[src/rtl/bc_level_reader.sv]
// Box-count level reader: scans the 2^s x 2^s region of one BC bank and
// accumulates sum, sum of squares, non-zero count and maximum of the words read.
module bc_level_reader #(
    parameter int BOX_IDX  = 3,
    parameter int DATA_LEN = 8
) (
    input  logic                             CLK,
    input  logic                             RST,
    input  logic                             start,
    input  logic                             abort,
    input  logic                             bank_sel,
    input  logic [3:0]                       side_log,
    input  logic [DATA_LEN-1:0]              rd_data,
    output logic                             rd_en,
    output logic [2*BOX_IDX:0]               rd_addr,
    output logic                             busy,
    output logic                             done,
    output logic [DATA_LEN+2*BOX_IDX-1:0]    sum,
    output logic [2*DATA_LEN+2*BOX_IDX-1:0]  sumsq,
    output logic [2*BOX_IDX:0]               nz_cnt,
    output logic [DATA_LEN-1:0]              max_val
);

    localparam int AW = 2*BOX_IDX + 1;
    localparam int QW = 2*DATA_LEN + 2*BOX_IDX;

    // IDLE: wait for start | SCAN: issue reads | DRAIN: absorb last word | DONE: results valid
    typedef enum logic [1:0] {IDLE, SCAN, DRAIN, DONE} state_t;

    state_t               state;
    logic [BOX_IDX-1:0]   x;
    logic [BOX_IDX-1:0]   y;
    logic [BOX_IDX-1:0]   mask;
    logic                 bank;
    logic                 vld;

    logic [BOX_IDX-1:0]   start_mask;
    logic [BOX_IDX-1:0]   nx;
    logic [BOX_IDX-1:0]   ny;
    logic                 last_x;
    logic                 last_y;
    logic [QW-1:0]        sq;
    logic [AW-1:0]        nz_inc;

    // Bit i of the mask is set when s > i, which also clamps s to BOX_IDX.
    always_comb begin
        start_mask = '0;
        for (int i = 0; i < BOX_IDX; i++) begin
            start_mask[i] = (side_log > 4'(i));
        end
    end

    always_comb begin
        last_x = (x == mask);
        last_y = (y == mask);
        nx     = last_x ? '0 : x + BOX_IDX'(1);
        ny     = last_x ? y + BOX_IDX'(1) : y;
        sq     = QW'(rd_data) * QW'(rd_data);
        nz_inc = AW'(rd_data != '0);
    end

    always_ff @(posedge CLK or posedge RST) begin
        if (RST) begin
            state   <= IDLE;
            x       <= '0;
            y       <= '0;
            mask    <= '0;
            bank    <= 1'b0;
            vld     <= 1'b0;
            rd_en   <= 1'b0;
            rd_addr <= '0;
            busy    <= 1'b0;
            done    <= 1'b0;
            sum     <= '0;
            sumsq   <= '0;
            nz_cnt  <= '0;
            max_val <= '0;
        end else if (abort) begin
            state   <= IDLE;
            x       <= '0;
            y       <= '0;
            mask    <= '0;
            bank    <= 1'b0;
            vld     <= 1'b0;
            rd_en   <= 1'b0;
            rd_addr <= '0;
            busy    <= 1'b0;
            done    <= 1'b0;
            sum     <= '0;
            sumsq   <= '0;
            nz_cnt  <= '0;
            max_val <= '0;
        end else begin
            vld <= rd_en;
            if (vld) begin
                sum    <= sum + (DATA_LEN+2*BOX_IDX)'(rd_data);
                sumsq  <= sumsq + sq;
                nz_cnt <= nz_cnt + nz_inc;
                if (rd_data > max_val) begin
                    max_val <= rd_data;
                end
            end

            case (state)
                IDLE: begin
                    done <= 1'b0;
                    if (start) begin
                        state   <= SCAN;
                        bank    <= bank_sel;
                        mask    <= start_mask;
                        x       <= '0;
                        y       <= '0;
                        rd_en   <= 1'b1;
                        rd_addr <= {BOX_IDX'(0), bank_sel, BOX_IDX'(0)};
                        busy    <= 1'b1;
                        sum     <= '0;
                        sumsq   <= '0;
                        nz_cnt  <= '0;
                        max_val <= '0;
                    end
                end
                SCAN: begin
                    if (last_x && last_y) begin
                        state   <= DRAIN;
                        rd_en   <= 1'b0;
                        rd_addr <= '0;
                    end else begin
                        x       <= nx;
                        y       <= ny;
                        rd_addr <= {nx, bank, ny};
                    end
                end
                DRAIN: begin
                    state <= DONE;
                    busy  <= 1'b0;
                    done  <= 1'b1;
                end
                DONE: begin
                    state <= IDLE;
                    done  <= 1'b0;
                end
                default: begin
                    state <= IDLE;
                end
            endcase
        end
    end

endmodule

[config.mk]
export PLATFORM = sky130hd
export DESIGN_NAME = bc_level_reader
export DESIGN_NICKNAME = d
export VERILOG_FILES = /design/src/rtl/bc_level_reader.sv
export SDC_FILE = /design/constraint.sdc
export NUM_CORES = 1
export LEC_CHECK = 0
export ABC_AREA = 1
export ABC_CLOCK_PERIOD_IN_PS = 3300
export CAP_MARGIN = 25
export CORE_ASPECT_RATIO = 0.6
export CORE_MARGIN = 1.5
export CORE_UTILIZATION = 30
export CTS_BUF_LIST = sky130_fd_sc_hd__clkbuf_8
export DETAILED_ROUTE_END_ITERATION = 8
export GPL_ROUTABILITY_DRIVEN = 0
export GPL_TIMING_DRIVEN = 0
export HOLD_SLACK_MARGIN = 0.1
export MAX_ROUTING_LAYER = met4
export PLACE_DENSITY = 0.59
export SLEW_MARGIN = 15
export SYNTH_ARGS = -nofsm -noshare
export SYNTH_HDL_FRONTEND = slang
export SYNTH_SLANG_ARGS = --single-unit
[constraint.sdc]
create_clock -name CLK -period 3.3 [get_ports CLK]
set_input_delay 0.825 -clock CLK [delete_from_list [all_inputs] [get_ports CLK]]
set_output_delay 0.825 -clock CLK [all_outputs]
set_load 0.1 [all_outputs]
==> results of run 1 <==
==> power by group through the flow <==
stage / Combinational [uW] / Clock [uW] / Sequential [uW]
final: 5610 / 750 / 1220
after CTS: 5040 / 778 / 1220
after detailed placement: 4640 / 0 / 1230
after global routing: 6110 / 804 / 1240
after floorplan: 2860 / 0 / 2020
after global placement: 4590 / 0 / 1230
==> registers in the layout, summed over array words and instances, names as in the netlist, 2 cells and up <==
name / count
mask: 3
max_val: 8
nz_cnt: 7
rd_addr: 7
state: 2
sum: 14
sumsq: 22
x: 3
y: 3
==> metrics by stage <==
stage	TNS [ns]	hold WS [ns]	utilization	total power, uW
2_1_floorplan	-13.36	0.454	-	4880
3_3_place_gp	-105.96	0.471	0.380	5830
3_5_place_dp	-33.16	0.469	0.381	5870
4_1_cts	-12.70	0.491	0.409	7030
5_1_grt	-15.23	0.505	0.429	8160
6_report	-12.97	0.488	0.429	7580
==> tightest hold or removal path: stages (launching register included) <==
cell     delay (ns)
dfrtp_1        0.35
nand2_1        0.05
nand2_1        0.05
==> placed cells by master (no fill, tap or decap), types with 10 or more instances in the layout <==
cell type and n:
ha_1 52, nand2_2 36, buf_4 34, fa_1 33, nor3_1 14, nand3_2 16
ha_4 13, dfrtp_1 71, nand2_1 146, inv_1 141, nand3_1 25, a21oi_1 32
buf_6 13, clkbuf_8 10, nand2_4 23, clkdlybuf4s50_1 68, o211ai_1 10, inv_2 28
o21ai_0 30, nor2_1 103
==> worst max path at each step <==
stage	start	to	slack, ns	depth (start not counted)
global route	rd_data[1]	sumsq[15]$_DFF_PP0_	-0.98	22
detailed placement	rd_data[1]	sumsq[15]$_DFF_PP0_	-2.00	23
global placement	rd_data[1]	sumsq[15]$_DFF_PP0_	-1.95	23
finish	rd_data[6]	sumsq[13]$_DFF_PP0_	-0.85	22
CTS	rd_data[4]	sumsq[12]$_DFF_PP0_	-0.87	19
floorplan	rd_data[5]	sumsq[20]$_DFF_PP0_	-0.90	19
==> routing by layer <==
layer  GRT usage  wire length [um]  vias to the layer above
met2       0.235              7670                      164
met4      0.0252               108                        0
met1       0.294             11100                     2880
met3      0.0362              1240                        9
met5           -                 0                        -
li1            -                 -                     3027
==> timing repair <==
item	CTS	global route
gates cloned	0	0
setup endpoints to repair	19	18
pin swaps	44	58
buffers inserted	30	15
resized for setup	100	82
hold buffers	0	0
==> cells by family (layout without fill, tap and decap cells) <==
family / Yosys count / after routing / share of synthesized area
and+or+nand+nor: 404 / 404 / 0.267
AOI/OAI and AO/OA: 93 / 93 / 0.0795
adders and majority gates: 103 / 103 / 0.237
muxes: 1 / 1 / 0.00150
xor gates and xnor gates: 17 / 17 / 0.0224
DFF: 74 / 74 / 0.278
buffers and inverters: 196 / 332 / 0.115
==> cells in the mapped netlist, types with 10 or more instances <==
cell / instances
fa_1: 38
xnor2_1: 10
o211ai_1: 10
clkbuf_1: 13
nor3_1: 14
nand2_1: 188
o21ai_0: 32
a21oi_1: 34
dfrtp_1: 74
nand2_2: 15
inv_1: 167
nor2_1: 109
nand3_1: 39
ha_1: 65
==> final cells by class <==
class / count / area [sq um]
buffer: 23 / 251
clock buffer: 9 / 124
clock inverter: 6 / 67.6
fill: 2144 / 12200
inverter: 172 / 653
multi-input combinational: 618 / 4650
sequential: 74 / 1860
tap: 279 / 349
timing repair buffer: 122 / 1230
==> results.py, run 1 <==
metrics = {
    "setup_path": {
        "arrival_ns": 4.43,
        "slowest_stage": "fa_1",
        "cp.required_ns": 3.58,
        "critPathMaxStageDelay_ns": 0.53,
        "reg2regPathDepth": 20,
        "setup.worst_path.start_class": "primary input",
        "crit_path_end_kind": "register",
        "path_class": "in2reg",
        "worstReg2RegStart": "sumsq[7]$_DFF_PP0_",
        "crit_fanout": 6,
        "timing.rr.end": "sumsq[13]$_DFF_PP0_",
        "crit_path_cell_trace": "buf_12, clkbuf_16, nand2_4, fa_1, fa_1, inv_2, fa_1, inv_2, fa_1, inv_2, ha_4, nand2_4, inv_2, nand2_2, nand2_1, nand2_2, nand3_4, buf_4, nor2_1, o21ai_1, nand2_1, inv_1",
        "worst-path-buf-inv": 8,
        "crit_family": "adder cells",
        "r2r_slack_ns": -0.58,
    },
    "clock_tree": {
        "cts_buffer_depth": 2,
        "cts_buffers": 9,
        "cts_root_buf": "clkbuf_8",
        "clk_pin_slew_ns": 0.09,
        "clk_latency_ns": 0.38,
        "htree_levels": 3,
        "cts.sinks": 74,
        "cts_tree": "done",
    },
    "drt": {
        "routedWlPerCell_um": 15.4,
        "drt_pass1_iterations": 5,
        "wl_mm": 20.1,
        "drtAntennaViolNets": 0,
        "drt-initial-drc-count": 363,
        "drc_errors": 0,
        "num_vias": 6080,
        "via_per_inst": 4.67,
    },
    "die": {
        "start_util": 0.311,
        "die_area_sq_mm": 0.0231,
        "row_count": 41,
        "core_area_sq_mm": 0.0214,
        "io_pins": 78,
        "die_w_um": 195,
        "dieHeight_um": 118,
    },
    "logic_synthesis": {
        "synthArstFlopShare": 1.00,
        "ys_seq_area_frac": 0.278,
        "synth_edf_count": 0,
        "yosysTopAreaCellShare": 0.278,
        "yosysWarnings": 0,
        "ys.flop_type": "dfrtp_1",
        "postSynthCellCount": 888,
        "ys_top_cells_by_area": "dfrtp_1 28%, ha_1 12%, fa_1 11%, nand2_1 11%, inv_1 9.4%",
        "synth-seq-cells": 74,
        "synth.distinct_cells": 43,
        "synth_fp_nets": 1008,
        "yosysTopAreaCell": "dfrtp_1",
        "netlist_area_sq_mm": 0.00665,
        "synth_area_per_cell_sq_um": 7.49,
    },
    "placement": {
        "io_buffer_count": 76,
        "dpl.cell_count": 1244,
        "placed_area_sq_mm": 0.00815,
        "hpwl_mm": 15.2,
        "dp_slack_ns": -2.00,
    },
    "grt": {
        "grt_overflow": 0,
        "grtUsageTotal": 0.184,
        "grt_max_degree": 52,
        "grt_pass1_vias": 5756,
        "grt_pass1_wl_mm": 32.0,
        "antenna_found_initial": 0,
    },
    "pwr": {
        "seq_power_share": 0.161,
        "p_int_uw": 3470,
        "comb_power_share": 0.741,
        "ir_drop_v": 0.000463,
        "p_leak_uw": 0.00465,
        "p_sw_frac": 0.543,
        "pwr-share-clk": 0.099,
        "power_switching_uw": 4120,
        "power-per-cell-area_mw_per_mm2": 826,
    },
    "final_layout": {
        "fin_cells": 1303,
        "drive_gt1_frac": 0.241,
        "final_area_sq_mm": 0.00918,
        "n_antenna_cell": 0,
        "nets": 1140,
        "syn2layout_area_growth_pct": 38.0,
    },
    "timing": {
        "maxSlewViolCount": 0,
        "layout_min_cycle_time_ns": 4.15,
        "setup_viol": 18,
        "slew_headroom": 0.320,
        "worst_pin_slew_ns": 1.02,
        "post-route-period-util": 1.26,
        "timing.fmax_mhz": 241,
        "finClkSkew_ns": 0.0173,
        "rsz0062_at_grt": "true",
        "finalHoldViolCount": 0,
        "setup_ws_ns": -0.850,
    },
    "min_path": {
        "worstHoldPathCells": 2,
        "holdCritStartpoint": "rd_addr[6]$_DFFE_PP0P_",
        "holdPathEnd": "rd_addr[6]$_DFFE_PP0P_",
        "hold_class": "reg2reg",
    },
    "flow_run": {
        "cap_viol_max_count": 0,
    },
    "run_status": {
        "status": "finished, violations left",
        "failed_checks": "setup timing",
    },
}
Note: power is estimated with default switching activity, not from simulation.
==> run 2: changes to the inputs <==
ABC_CLOCK_PERIOD_IN_PS = 3500   (was 3300)
SLEW_MARGIN = unset   (was 15)
clock period = 3.5 ns   (was 3.3 ns; I/O delays follow)
==> results.py, run 2 (synthesis results as in run 1) <==
metrics = {
    "drt": {
        "drt-initial-drc-count": 368,
        "num_vias": 6102,
        "routedWlPerCell_um": 15.4,
        "drc_errors": 0,
        "drtAntennaViolNets": 0,
        "wl_mm": 20.1,
        "via_per_inst": 4.68,
        "drt_pass1_iterations": 5,
    },
    "die": {
        "die_w_um": 195,
        "io_pins": 78,
        "dieHeight_um": 118,
        "die_area_sq_mm": 0.0231,
        "start_util": 0.311,
        "row_count": 41,
        "core_area_sq_mm": 0.0214,
    },
    "grt": {
        "antenna_found_initial": 0,
        "grt_pass1_wl_mm": 31.9,
        "grtUsageTotal": 0.183,
        "grt_max_degree": 61,
        "grt_pass1_vias": 5722,
        "grt_overflow": 0,
    },
    "placement": {
        "dpl.cell_count": 1244,
        "io_buffer_count": 76,
        "hpwl_mm": 15.1,
        "placed_area_sq_mm": 0.00815,
    },
    "final_layout": {
        "fin_cells": 1303,
        "nets": 1140,
        "regMostFlops": "sumsq",
        "largestRegisters": "sumsq x22, sum x14, max_val x8",
        "largest_register_ffs": 22,
        "final_common_cell": "nand2_1",
        "drive_gt1_frac": 0.241,
        "postLayoutCoreUtil": 0.429,
        "final_area_sq_mm": 0.00918,
        "layout_common_cells": "146 x nand2_1, 141 x inv_1, 103 x nor2_1",
        "n_antenna_cell": 0,
        "syn2layout_area_growth_pct": 38.0,
    },
    "pwr": {
        "p_leak_uw": 0.00465,
        "ir_drop_v": 0.000437,
        "power-per-cell-area_mw_per_mm2": 779,
    },
    "run_status": {
        "status": "finished, violations left",
        "failed_checks": "setup timing",
    },
    "timing": {
        "maxSlewViolCount": 0,
        "setup_ws_ns": -0.700,
        "slew_headroom": 0.319,
        "rsz0062_at_grt": "true",
        "hold-worst-slack_ns": 0.488,
        "finClkSkew_ns": 0.0165,
        "finalHoldViolCount": 0,
        "finalSetupTns_ns": -10.27,
        "post-route-period-util": 1.20,
        "layout_min_cycle_time_ns": 4.20,
        "worst_pin_slew_ns": 1.02,
        "timing.fmax_mhz": 238,
        "setup_viol": 18,
    },
    "flow_run": {
        "cap_viol_max_count": 0,
    },
    "clock_tree": {
        "cts_buffer_depth": 2,
        "cts.sinks": 74,
        "cts_buffers": 9,
        "htree_levels": 3,
        "cts_root_buf": "clkbuf_8",
        "cts_hold_buf": 0,
        "clk_latency_ns": 0.38,
        "clk_pin_slew_ns": 0.09,
        "cts_tree": "done",
    },
    "setup_path": {
        "reg2regPathDepth": 20,
        "worstReg2RegStart": "sumsq[7]$_DFF_PP0_",
        "setup.worst_path.start_class": "primary input",
        "crit_fanout": 6,
        "cp.required_ns": 3.78,
        "path_class": "in2reg",
        "arrival_ns": 4.48,
        "crit_end": "sumsq[13]$_DFF_PP0_",
        "crit_path_end_kind": "register",
        "r2r_slack_ns": -0.38,
        "critical_path.startpoint": "rd_data[6]",
        "timing.rr.end": "sumsq[13]$_DFF_PP0_",
    },
    "min_path": {
        "hold_class": "reg2reg",
    },
}
-- run 2: repair_timing --
action / in CTS / in global routing
pin swaps: 44 / 58
setup endpoints to repair: 19 / 18
resized for setup: 100 / 82
buffers inserted: 30 / 15
-- run 2: power breakdown --
group	leakage (uW)	switching (uW)	internal [uW]
Sequential	0.00101	149	999
Clock	0.0000917	378	328
Combinational	0.00355	3360	1940
-- run 2: worst min path at each step --
| stage | start | end | slack [ns] | cells past startpoint |
|---|---|---|---|---|
| 5_1_grt | rd_addr[6]$_DFFE_PP0P_ | rd_addr[6]$_DFFE_PP0P_ | 0.50 | 2 |
| 3_3_place_gp | rd_addr[4]$_DFFE_PP0P_ | rd_addr[4]$_DFFE_PP0P_ | 0.47 | 2 |
| 6_report | rd_addr[6]$_DFFE_PP0P_ | rd_addr[6]$_DFFE_PP0P_ | 0.49 | 2 |
| 4_1_cts | rd_addr[6]$_DFFE_PP0P_ | rd_addr[6]$_DFFE_PP0P_ | 0.49 | 2 |
| 2_1_floorplan | bank$_DFFE_PP0P_ | rd_addr[3]$_DFFE_PP0P_ | 0.45 | 2 |
| 3_5_place_dp | rd_addr[6]$_DFFE_PP0P_ | rd_addr[6]$_DFFE_PP0P_ | 0.47 | 2 |
-- run 2: worst max-delay path: stages --
cell,delay (ns)
buf_12,0.10
clkbuf_16,0.15
nand2_4,0.05
fa_1,0.47
fa_1,0.53
inv_2,0.04
fa_1,0.51
inv_2,0.04
fa_1,0.51
inv_2,0.05
ha_4,0.25
nand2_4,0.09
inv_2,0.04
nand2_2,0.07
nand2_1,0.07
nand2_2,0.09
nand3_4,0.10
buf_4,0.15
nor2_1,0.08
o21ai_1,0.07
nand2_1,0.08
inv_1,0.04
-- run 2: cell type report --
| cell class | count | area (sq um) |
|---|---|---|
| buffer | 23 | 251 |
| clock buffer | 9 | 124 |
| clock inverter | 6 | 67.6 |
| fill | 2144 | 12200 |
| inverter | 172 | 653 |
| multi-input combinational | 618 | 4650 |
| sequential | 74 | 1860 |
| tap | 279 | 349 |
| timing repair buffer | 122 | 1230 |
-- run 2: per-stage QoR --
step,setup WS (ns),total power (uW)
final,-0.700,7150
after global routing,-0.829,7690
after CTS,-0.721,6630
after detailed placement,-1.85,5540
after global placement,-1.80,5500
after floorplan,-0.745,4600
-- run 2: per-layer routing --
layer / GRT usage / vias up / routed length (um)
met4: 0.0252 / 0 / 102
met5: - / - / 0
li1: - / 3029 / -
met1: 0.292 / 2885 / 11100
met2: 0.235 / 179 / 7580
met3: 0.0362 / 9 / 1340
==> run 3: changes to the inputs <==
CAP_MARGIN = 20   (was 25)
CORE_UTILIZATION = 53   (was 30)
PLACE_DENSITY = 0.88   (was 0.59)
==> results.py, run 3 (synthesis results as in run 1) <==
metrics = {
    "run_status": {
        "status": "finished, violations left",
        "failed_checks": "setup timing",
    },
    "pwr": {
        "p_leak_uw": 0.00468,
        "power-per-cell-area_mw_per_mm2": 799,
        "ir_drop_v": 0.000517,
    },
    "grt": {
        "grt_overflow": 0,
        "antenna_found_initial": 0,
        "grt_pass1_vias": 6343,
        "grtUsageTotal": 0.316,
        "grt_pass1_wl_mm": 31.8,
        "grt_max_degree": 48,
    },
    "final_layout": {
        "largest_register_ffs": 22,
        "layout_common_cells": "144 x nand2_1, 143 x inv_1, 101 x nor2_1",
        "final_common_cell": "nand2_1",
        "nets": 1136,
        "n_antenna_cell": 0,
        "regMostFlops": "sumsq",
        "fill_cells": 853,
        "fin_cells": 1186,
        "largestRegisters": "sumsq x22, sum x14, max_val x8",
        "final_area_sq_mm": 0.00899,
        "syn2layout_area_growth_pct": 35.2,
        "drive_gt1_frac": 0.235,
    },
    "setup_path": {
        "crit_cells": 24,
        "crit_family": "adder cells",
        "crit_end": "sumsq[20]$_DFF_PP0_",
        "worst-path-buf-inv": 8,
        "timing.rr.end": "sumsq[20]$_DFF_PP0_",
        "critPathMaxStageDelay_ns": 0.53,
        "arrival_ns": 4.50,
        "critical_path.startpoint": "rd_data[5]",
        "reg2regPathDepth": 19,
        "crit_path_cell_trace": "buf_12, clkbuf_16, nand2_4, inv_4, ha_4, inv_2, o21bai_1, inv_1, fa_1, inv_2, fa_1, inv_1, fa_1, inv_2, ha_4, nand2_4, nor2_4, nand3_2, nand3_4, nand2_2, nand2_2, nand3_2, nand2_1, nor2_1",
        "cp.required_ns": 3.78,
        "setup.worst_path.start_class": "primary input",
        "r2r_slack_ns": -0.38,
        "worstReg2RegStart": "sumsq[7]$_DFF_PP0_",
        "path_class": "in2reg",
        "crit_fanout": 5,
        "slowest_stage": "fa_1",
        "crit_path_end_kind": "register",
    },
    "timing": {
        "layout_min_cycle_time_ns": 4.22,
        "finalSetupTns_ns": -10.20,
        "setup_ws_ns": -0.718,
        "finClkSkew_ns": 0.0154,
        "setup_viol": 18,
        "timing.fmax_mhz": 237,
        "maxSlewViolCount": 0,
        "rsz0062_at_grt": "true",
        "hold-worst-slack_ns": 0.486,
        "slew_headroom": 0.318,
        "finalHoldViolCount": 0,
        "post-route-period-util": 1.21,
        "worst_pin_slew_ns": 1.02,
    },
    "die": {
        "die_area_sq_mm": 0.0133,
        "die_w_um": 148,
        "start_util": 0.548,
        "dieHeight_um": 89.8,
        "core_area_sq_mm": 0.0121,
        "io_pins": 78,
        "row_count": 31,
    },
    "placement": {
        "io_buffer_count": 76,
        "dpl.cell_count": 1130,
        "hpwl_mm": 13.9,
        "placed_area_sq_mm": 0.00801,
    },
    "clock_tree": {
        "cts_buffer_depth": 2,
        "htree_levels": 3,
        "cts_tree": "done",
        "cts_root_buf": "clkbuf_8",
        "cts_buffers": 9,
        "clk_pin_slew_ns": 0.10,
        "cts_hold_buf": 0,
        "cts.sinks": 74,
        "clk_latency_ns": 0.39,
    },
    "drt": {
        "wl_mm": 20.0,
        "num_vias": 6516,
        "drc_errors": 0,
        "drt_pass1_iterations": 8,
        "via_per_inst": 5.49,
        "routedWlPerCell_um": 16.9,
        "drt-initial-drc-count": 450,
        "drtAntennaViolNets": 0,
    },
    "flow_run": {
        "cap_viol_max_count": 0,
    },
    "min_path": {
        "hold_class": "reg2reg",
    },
}
-- run 3: cell types whose count changed in the layout (fill, tap and decap cells not counted), moves of 3 or more --
| cell | previous run | this run |
|---|---|---|
| ha_4 | 13 | 8 |
| nand3_1 | 25 | 28 |
| inv_2 | 28 | 25 |
| ha_1 | 52 | 56 |
| buf_6 | 13 | 10 |
-- run 3: through the flow --
step                setup slack [ns]  utilization  total power, uW
global placement               -1.70        0.657             5370
finish                        -0.718        0.741             7190
floorplan                     -0.745            -             4600
global route                  -0.853        0.741             7640
detailed placement             -1.79        0.660             5500
CTS                           -0.744        0.719             6610
-- run 3: how the worst min path moves through the flow --
stage,startpoint,end,slack (ns),cells after the start
floorplan,bank$_DFFE_PP0P_,rd_addr[3]$_DFFE_PP0P_,0.45,2
CTS,rd_addr[1]$_DFFE_PP0P_,rd_addr[1]$_DFFE_PP0P_,0.49,2
finish,rd_addr[4]$_DFFE_PP0P_,rd_addr[4]$_DFFE_PP0P_,0.49,2
global route,rd_addr[4]$_DFFE_PP0P_,rd_addr[4]$_DFFE_PP0P_,0.52,2
global placement,rd_addr[1]$_DFFE_PP0P_,rd_addr[1]$_DFFE_PP0P_,0.46,2
detailed placement,rd_addr[1]$_DFFE_PP0P_,rd_addr[1]$_DFFE_PP0P_,0.46,2
-- run 3: repair_timing --
item                                    in CTS  in global routing
endpoints found under the setup margin      19                 18
pin swaps                                   73                 46
gates resized for setup                    126                 57
cloned                                       1                  0
endpoints found under the hold margin        0                  0
setup buffers                               30                 11
-- run 3: final cells by class --
type	instances	area, sq um	area share
timing repair buffer	118	1200	0.134
buffer	23	262	0.0291
clock buffer	9	124	0.0138
inverter	172	656	0.0729
clock inverter	7	82.6	0.00918
tap	165	206	0.0230
sequential	74	1860	0.206
multi-input combinational	618	4600	0.512
-- run 3: tightest hold or removal path: cells and delay by family, from the launching register on --
| kind | cells | cell delay (ns) |
|---|---|---|
| simple gates | 2 | 0.11 |
| flops | 1 | 0.35 |
-- run 3: where the power goes --
part,leakage [uW],total [uW],internal (uW),switching [uW]
logic,0.00357,5290,1900,3380
registers,0.00101,1150,998,153
clock network,0.0000988,747,342,405
-- run 3: layer usage --
| layer | GRT usage | up-vias | part of all wire |
|---|---|---|---|
| met5 | - | - | 0 |
| met4 | 0.0933 | 0 | 0.022 |
| met3 | 0.0690 | 48 | 0.10 |
| met2 | 0.472 | 341 | 0.45 |
| met1 | 0.432 | 3104 | 0.42 |
| li1 | - | 3023 | - |
